==> src/rtl/trex_pkg.sv <==
// Shared types and constants for the T-rex game control path.
// Jump FSM state encoding and default jump hold threshold.
package trex_pkg;

  typedef enum logic [1:0] {
    IDLE,
    HOLD,
    ISSUE,
    WAIT_REL
  } jmp_state_t;

  localparam int HOLD_TICKS_DEF = 150;

endpackage

==> src/rtl/key_cmd_ctrl_rise_det.sv <==
// 1-bit registered rising-edge detector, reset value selectable.
// Ports: clk, rst (sync, active-low), d (level), rise (d high, prev low).
module rise_det #(
  parameter logic RST_VAL = 1'b0
) (
  input  logic clk,
  input  logic rst,
  input  logic d,
  output logic rise
);

  logic q;

  always_ff @(posedge clk) begin
    if (!rst) q <= RST_VAL;
    else      q <= d;
  end

  assign rise = d & ~q;

endmodule

==> src/rtl/key_cmd_ctrl.sv <==
// Key levels to game commands: start pulse, short/long jump, duck.
// Ports: clk, rst, ms_tick, up/space/down/enter, start_pulse,
//        jump_valid/jump_long/jump_ready handshake, duck.
module key_cmd_ctrl
  import trex_pkg::*;
#(
  parameter int HOLD_TICKS = HOLD_TICKS_DEF,
  parameter int CNT_W      = 8
) (
  input  logic clk,
  input  logic rst,
  input  logic ms_tick,
  input  logic up,
  input  logic space,
  input  logic down,
  input  logic enter,
  output logic start_pulse,
  output logic jump_valid,
  output logic jump_long,
  input  logic jump_ready,
  output logic duck
);

  if (HOLD_TICKS < 1 ||
      HOLD_TICKS > (1 << CNT_W) - 1) begin : g_chk
    $error("HOLD_TICKS does not fit CNT_W");
  end

  localparam logic [CNT_W-1:0] CNT_MAX =
    CNT_W'(HOLD_TICKS - 1);

  logic             jkey;
  logic             rise_j;
  logic             rise_e;
  jmp_state_t       state;
  jmp_state_t       state_d;
  logic             long_q;
  logic             long_d;
  logic [CNT_W-1:0] cnt;

  assign jkey = up | space;

  // Reset to 1: a key held through reset must be released first.
  rise_det #(.RST_VAL(1'b1)) u_rise_j (
    .clk  (clk),
    .rst  (rst),
    .d    (jkey),
    .rise (rise_j)
  );

  rise_det #(.RST_VAL(1'b1)) u_rise_e (
    .clk  (clk),
    .rst  (rst),
    .d    (enter),
    .rise (rise_e)
  );

  always_ff @(posedge clk) begin
    if (!rst) begin
      state  <= IDLE;
      long_q <= 1'b0;
    end else begin
      state  <= state_d;
      long_q <= long_d;
    end
  end

  // Enter edge aborts whatever the jump FSM is doing.
  always_comb begin
    state_d = state;
    long_d  = long_q;
    if (rise_e) begin
      state_d = jkey ? WAIT_REL : IDLE;
    end else begin
      unique case (state)
        IDLE: begin
          if (rise_j) state_d = HOLD;
        end
        HOLD: begin
          if (!jkey) begin
            state_d = ISSUE;
            long_d  = 1'b0;
          end else if (ms_tick && cnt == CNT_MAX) begin
            state_d = ISSUE;
            long_d  = 1'b1;
          end
        end
        ISSUE: begin
          if (jump_ready) state_d = jkey ? WAIT_REL : IDLE;
        end
        WAIT_REL: begin
          if (!jkey) state_d = IDLE;
        end
        default: state_d = IDLE;
      endcase
    end
  end

  always_ff @(posedge clk) begin
    if (!rst) begin
      cnt <= '0;
    end else if (state == IDLE && rise_j) begin
      cnt <= '0;
    end else if (state == HOLD && ms_tick &&
                 cnt != CNT_MAX) begin
      cnt <= cnt + 1'b1;
    end
  end

  always_ff @(posedge clk) begin
    if (!rst) begin
      start_pulse <= 1'b0;
      duck        <= 1'b0;
    end else begin
      start_pulse <= rise_e;
      duck        <= down && state == IDLE && !jkey;
    end
  end

  assign jump_valid = (state == ISSUE);
  assign jump_long  = long_q;

endmodule

==> config.mk <==
export PLATFORM = sky130hd
export DESIGN_NAME = key_cmd_ctrl
export DESIGN_NICKNAME = d
export VERILOG_FILES = /design/src/rtl/trex_pkg.sv /design/src/rtl/key_cmd_ctrl_rise_det.sv /design/src/rtl/key_cmd_ctrl.sv
export SDC_FILE = /design/constraint.sdc
export NUM_CORES = 1
export LEC_CHECK = 0
export CORE_UTILIZATION = 50
export DETAILED_ROUTE_END_ITERATION = 10
export PLACE_DENSITY = 0.81
export SLEW_MARGIN = 15
export SYNTH_ARGS = -nofsm -noshare
export SYNTH_HDL_FRONTEND = slang
export SYNTH_SLANG_ARGS = --single-unit
==> constraint.sdc <==
create_clock -name clk -period 1.8 [get_ports clk]
set_clock_uncertainty 0.05 [all_clocks]
set_input_delay 0.18 -clock clk [delete_from_list [all_inputs] [get_ports clk]]
set_output_delay 0.18 -clock clk [all_outputs]
set_load 0.01 [all_outputs]
==> run_results.csv, run 1 <==
group,metric,value,unit
routing,vias_per_cell,5.54,
cells_and_area,multiInputGateArea,435,sq um
yosys,yosysUniqueCellTypes,34,
timing,final-hold-violation-count,0,
clock_network,worst_skew_pair_latency,0.29,ns
floorplan,design.portCount,12,
critical_path,critical_path_s_slowest_cell,"sky130_fd_sc_hd__clkdlybuf4s50_1",
place,gp_routability_congestion,0.798,
critical_path,worstRegToRegCells,5,
routing,drt-wirelength-per-cell,14.0,um
global_routing,grt_pass1_wl,2350,um
timing,fin_tns_setup,0,ns
timing,setup_viol,0,
clock_network,cts.sinks,15,
clock_network,cts_tree,"built",
yosys,synth.area.top_cells,"sky130_fd_sc_hd__dfxtp_1, sky130_fd_sc_hd__xnor2_1, sky130_fd_sc_hd__nor2_1, sky130_fd_sc_hd__a2111oi_4, sky130_fd_sc_hd__o41ai_4",
timing,grt_setup_unrepaired,"no",
run,max_cap_viol_count,0,
floorplan,rows,13,
yosys,dominantRegCellSynth,"sky130_fd_sc_hd__dfxtp_1",
clock_network,post_cts.repair.setup_buffers,0,
critical_path,crit-reg2reg-launch,"cnt[0]$_SDFFE_PP0P_",
yosys,synth_seq_cells,15,
yosys,mappedNetlistNets,84,
critical_path,buffers_plus_inverters_on_the_worst_setup_path,1,
routing,routed_wl,1440,um
yosys,syn-cell-area,764,sq um
floorplan,floorplan.initialDensity,56.0,%
power,vdd_drop_max,0.000449,V
critical_path,critical_path_class,"register to output pin",
clock_network,cts.clk_slew.worst_paths,0.09,ns
cells_and_area,layout.nets,99,
floorplan,core_region_area,1370,sq um
routing,route.vias.total,571,
routing,first_pass_iters,4,
yosys,synthCells,74,
place,dp.cells,99,
cells_and_area,final_cell_count_no_fill,103,
cells_and_area,n_fill_cell,116,
global_routing,grt_start_max_net_pins,12,
timing,achievable-frequency,0.600,GHz
place,dpl.hpwl,1150,um
critical_path,critical_path.max_fanout,11,
place,port-buffer-count,11,
yosys,post_synthesis_sequential_area_ratio,39.3,%
yosys,synth.yosys.warnings,0,
hold_path,hold-path-cell-count,2,
timing,layout_min_cycle_time,1.67,ns
power,powerDensity,669,nW/um^2
critical_path,path_delay_family,"buffers and inverters",
critical_path,worst_r2r_endpoint,"state[0]$_SDFFE_PN0P_",
hold_path,worst_hold_path.endpoint,"duck$_SDFF_PN0_",
critical_path,start_kind,"register",
floorplan,die_w,41.1,um
yosys,synthesized_area_per_cell,10.3,sq um
yosys,yosysMostFrequentCell,"sky130_fd_sc_hd__dfxtp_1",
cells_and_area,drive_above_1_share,15.9,%
critical_path,critical_path_required,1.57,ns
cells_and_area,seqCellArea,302,sq um
cells_and_area,area_added_between_synthesis_and_finish,19.6,%
clock_network,cts_max_level,1,
hold_path,timing.hold.worst.class,"input pin to register",
power,report.power.total,612,uW
timing,max-slew-margin-rel,73.3,%
timing,drv_slew,0,
critical_path,reg2reg_setup_slack,0.27,ns
yosys,synth-edff-count,0,
yosys,post-synth-top-area-fraction,39.3,%
timing,worst_slew_pin_slew,0.391,ns
clock_network,cts_buffers,3,
global_routing,vias_in_the_first_global_route,536,
global_routing,grt_util_all_layers,22.0,%
floorplan,floorplan.die.height,41.1,um
critical_path,cp.arrival,1.44,ns
critical_path,critical_path_end_type,"output pin",
yosys,yosys-top-cells-count,"sky130_fd_sc_hd__dfxtp_1, sky130_fd_sc_hd__nor2_1, sky130_fd_sc_hd__nand3_1, sky130_fd_sc_hd__xnor2_1",
yosys,netlist.top_cell.by_area,"sky130_fd_sc_hd__dfxtp_1",
routing,remaining_drc_errors,0,
critical_path,critical_path.cell_chain,"nor2b_1 > clkdlybuf4s50_1",
power,p_leak,0.000342,uW
global_routing,grt.overflow.total,0,
yosys,ys_async_sr_fraction,0,%
status,outcome,"complete, no violations",
floorplan,dieArea,1690,sq um
routing,first_iter_violations,6,
critical_path,critical-path-max-stage-delay,0.54,ns
cells_and_area,antennaDiodeCount,0,
clock_network,cts.root.buffer_cell,"sky130_fd_sc_hd__clkbuf_4",
clock_network,cts.path.max_buffers,2,
routing,antenna_left,0,
timing,fin_crit_sh,92.6,%
hold_path,hold_start,"down",
global_routing,antenna_found_initial,0,
report_power, final:
group	internal, uW	switching [uW]
clock network	86.1	109
registers	340	12.9
logic	36.8	27.2
per-layer routing:
layer / routed length, um / GRT usage [%] / up-vias / part of all wire (%)
met1: 663 / 26.3 / 262 / 46
li1: - / - / 295 / -
met2: 716 / 37.1 / 10 / 50
met5: 0 / 0 / - / 0
met3: 38 / 4.89 / 4 / 2.6
met4: 25 / 9.68 / 0 / 1.7
area by class of cell:
class / instances / area share, %
clock buffers: 4 / 2.87
inverters: 2 / 0.821
multi-input cells: 54 / 47.6
flip-flops and latches: 15 / 33.0
well taps: 15 / 2.05
repair buffers: 13 / 13.7
metrics by stage:
stage	hold WS, ns	worst slack [ns]	utilization [%]	area, sq um
3_5_place_dp	0.452	0.153	64.9	887
3_3_place_gp	0.437	0.205	64.9	887
6_report	0.411	0.134	66.9	915
2_1_floorplan	0.203	0.373	-	764
5_1_grt	0.424	0.0248	66.9	915
4_1_cts	0.409	0.133	66.9	915
state kept, by name, summed over array words and instances (netlist names):
signal,count
cnt,8
duck,1
jump_long,1
start_pulse,1
state,2
u_rise_e.q,1
u_rise_j.q,1
worst register-to-register path: stages (launching register included):
cell                       delay (ns)
sky130_fd_sc_hd__dfxtp_1         0.41
sky130_fd_sc_hd__ha_1            0.18
sky130_fd_sc_hd__and4bb_4        0.29
sky130_fd_sc_hd__nand3_1         0.11
sky130_fd_sc_hd__nor3_1          0.27
sky130_fd_sc_hd__nor4b_1         0.10
timing repair:
item	in CTS	in global routing
gates resized for setup	1	0
endpoints found under the setup margin	1	0
hold buffers	0	0
how the worst max path moves through the flow:
stage	from	slack (ns)	to	depth (start not counted)
global placement	enter	0.21	state[0]$_SDFFE_PN0P_	4
floorplan	cnt[1]$_SDFFE_PP0P_	0.37	cnt[3]$_SDFFE_PP0P_	6
CTS	state[1]$_SDFFE_PN0P_	0.13	jump_valid	2
finish	state[1]$_SDFFE_PN0P_	0.13	jump_valid	2
global route	state[1]$_SDFFE_PN0P_	0.02	jump_valid	2
detailed placement	enter	0.15	state[0]$_SDFFE_PN0P_	4
placed cells by master, fill, tap and decap left out, types with 3 or more instances in the layout:
| cell type | instances |
|---|---|
| sky130_fd_sc_hd__dfxtp_1 | 14 |
| sky130_fd_sc_hd__clkdlybuf4s50_1 | 11 |
| sky130_fd_sc_hd__nor2_1 | 9 |
| sky130_fd_sc_hd__nand3_1 | 5 |
| sky130_fd_sc_hd__xnor2_1 | 4 |
| sky130_fd_sc_hd__nand2_1 | 3 |
| sky130_fd_sc_hd__nor3_1 | 3 |
| sky130_fd_sc_hd__clkbuf_4 | 3 |
cell families (layout without fill, tap and decap cells):
logic type,after synthesis,after routing,synth area share (%)
flip-flops,15,15,39.3
XOR/XNOR,6,6,6.87
AO/OA/AOI/OAI,12,12,17.5
buffers and inverters,5,19,3.76
AND/OR/NAND/NOR,34,34,29.3
adder cells (fa/ha/maj),2,2,3.27
No activity file was read; power rests on OpenSTA's default activity.
==> run 2: changes to the inputs <==
--- a/config.mk
+++ b/config.mk
@@ -5,9 +5,10 @@
 export SDC_FILE = /design/constraint.sdc
 export NUM_CORES = 1
 export LEC_CHECK = 0
-export CORE_UTILIZATION = 50
+export CORE_UTILIZATION = 40
 export DETAILED_ROUTE_END_ITERATION = 10
-export PLACE_DENSITY = 0.81
+export PLACE_DENSITY = 0.68
+export RECOVER_POWER = 25
 export SLEW_MARGIN = 15
 export SYNTH_ARGS = -nofsm -noshare
 export SYNTH_HDL_FRONTEND = slang
==> run_results.csv, run 2 (synthesized netlist as in run 1, its figures left out) <==
group,metric,value,unit
status,outcome,"complete, no violations",
routing,routed_wl,1260,um
cells_and_area,layout_common_cells,"sky130_fd_sc_hd__dfxtp_1, sky130_fd_sc_hd__nor2_1, sky130_fd_sc_hd__clkdlybuf4s50_1, sky130_fd_sc_hd__nand3_1, sky130_fd_sc_hd__xnor2_1",
global_routing,vias_in_the_first_global_route,475,
timing,max-slew-margin-rel,69.8,%
routing,drt-wirelength-per-cell,11.2,um
critical_path,cp.arrival,1.44,ns
clock_network,post_cts.repair.setup_buffers,0,
clock_network,cts_buffers,3,
routing,first_pass_iters,3,
critical_path,start_kind,"register",
clock_network,cts.root.buffer_cell,"sky130_fd_sc_hd__clkbuf_4",
floorplan,dieArea,2090,sq um
cells_and_area,number_of_flip_flops_in_the_largest_register,8,
power,power_switching_share,24.4,%
power,clock_power_share,31.6,%
cells_and_area,most_common_cell_after_layout_fill_and_taps_aside,"sky130_fd_sc_hd__dfxtp_1",
timing,fin_crit_sh,92.8,%
timing,final-hold-violation-count,0,
clock_network,cts.sinks,15,
timing,layout_min_cycle_time,1.67,ns
cells_and_area,antennaDiodeCount,0,
routing,remaining_drc_errors,0,
global_routing,antenna_found_initial,0,
floorplan,floorplan.initialDensity,43.3,%
timing,fin_tns_setup,0,ns
clock_network,cts.clk_slew.worst_paths,0.10,ns
timing,drv_slew,0,
timing,worst_slew_pin_slew,0.441,ns
power,cellInternalPower,457,uW
power,p_leak,0.000341,uW
place,port-buffer-count,11,
clock_network,cts_tree,"built",
timing,achievable-frequency,0.599,GHz
routing,antenna_left,0,
clock_network,worst_skew_pair_latency,0.28,ns
power,vdd_drop_max,0.000445,V
clock_network,cts_max_level,1,
critical_path,critical_path_required,1.57,ns
global_routing,grt.overflow.total,0,
global_routing,grt_util_all_layers,14.1,%
place,gp_routability_congestion,0.806,
power,combinationalPowerShare,10.0,%
power,sequentialPowerShare,58.4,%
power,power.net_switching,147,uW
routing,vias_per_cell,5.20,
floorplan,die_w,45.7,um
cells_and_area,registers.top_by_ff_count,"cnt",
run,max_cap_viol_count,0,
critical_path,critical_path_class,"register to output pin",
cells_and_area,layout.nets,98,
global_routing,grt_start_max_net_pins,12,
clock_network,post_cts_resize_count,1,
timing,setup_viol,0,
critical_path,critical_path_end_type,"output pin",
clock_network,cts_hold_buf,0,
cells_and_area,area_added_between_synthesis_and_finish,20.5,%
routing,first_iter_violations,5,
floorplan,design.portCount,12,
clock_network,cts.path.max_buffers,2,
place,dpl.hpwl,952,um
cells_and_area,drive_above_1_share,16.1,%
routing,route.vias.total,582,
cells_and_area,reg.largest.list,"cnt x8, state x2",
critical_path,critical_path.max_fanout,11,
timing,grt_setup_unrepaired,"no",
floorplan,rows,15,
hold_path,timing.hold.worst.class,"input pin to register",
timing,whs,0.405,ns
global_routing,grt_pass1_wl,2030,um
power,powerDensity,656,nW/um^2
floorplan,floorplan.die.height,45.7,um
floorplan,core_region_area,1760,sq um
[run 2: cell types whose count changed in the layout (fill, tap and decap cells not counted)]
cell / previous run / this run
sky130_fd_sc_hd__clkinv_2: 0 / 1
sky130_fd_sc_hd__dlygate4sd3_1: 0 / 3
sky130_fd_sc_hd__clkdlybuf4s50_1: 11 / 8
sky130_fd_sc_hd__buf_4: 2 / 1
sky130_fd_sc_hd__clkbuf_1: 1 / 0
[run 2: area by class of cell]
type / count / area [sq um]
multi-input cells: 54 / 435
fillers: 173 / 843
repair buffers: 12 / 118
flip-flops and latches: 15 / 302
inverters: 2 / 7.51
clock inverters: 1 / 5.00
clock buffers: 3 / 22.5
well taps: 25 / 31.3
[run 2: worst paths after layout]
check / from / end / slack, ns / cells past startpoint
setup reg to reg: cnt[0]$_SDFFE_PP0P_ / jump_long$_SDFFE_PN0P_ / 0.26 / 5
hold reg to reg: jump_long$_SDFFE_PN0P_ / jump_long$_SDFFE_PN0P_ / 0.47 / 1
hold / removal: down / duck$_SDFF_PN0_ / 0.40 / 2
setup / recovery: state[1]$_SDFFE_PN0P_ / jump_valid / 0.13 / 2
[run 2: critical path, stage by stage, from the launching register on]
cell	delay [ns]
sky130_fd_sc_hd__dfxtp_2	0.46
sky130_fd_sc_hd__nor2b_1	0.16
sky130_fd_sc_hd__clkdlybuf4s50_1	0.54
[run 2: power groups by stage]
| stage | registers [uW] | logic [uW] | clock network, uW |
|---|---|---|---|
| after floorplan | 353 | 40.0 | 0 |
| final | 353 | 60.5 | 190 |
| after global routing | 354 | 67.2 | 213 |
| after CTS | 353 | 62.7 | 198 |
| after detailed placement | 361 | 62.4 | 0 |
| after global placement | 360 | 60.9 | 0 |
[run 2: layer usage]
metal / global-route usage, % / wire length (um)
met4: 3.53 / 13
met1: 16.3 / 589
met5: 0 / 0
met2: 23.1 / 593
met3: 7.14 / 60
[run 2: stage by stage]
step                util [%]  worst slack, ns  area, sq um  power, uW  instances
floorplan                  -            0.373          764        393         74
global placement        50.6            0.288          892        421        108
detailed placement      50.6            0.256          892        423        108
CTS                     52.2            0.114          921        614        112
global route            52.2           0.0556          921        634        112
finish                  52.2            0.130          921        604        112
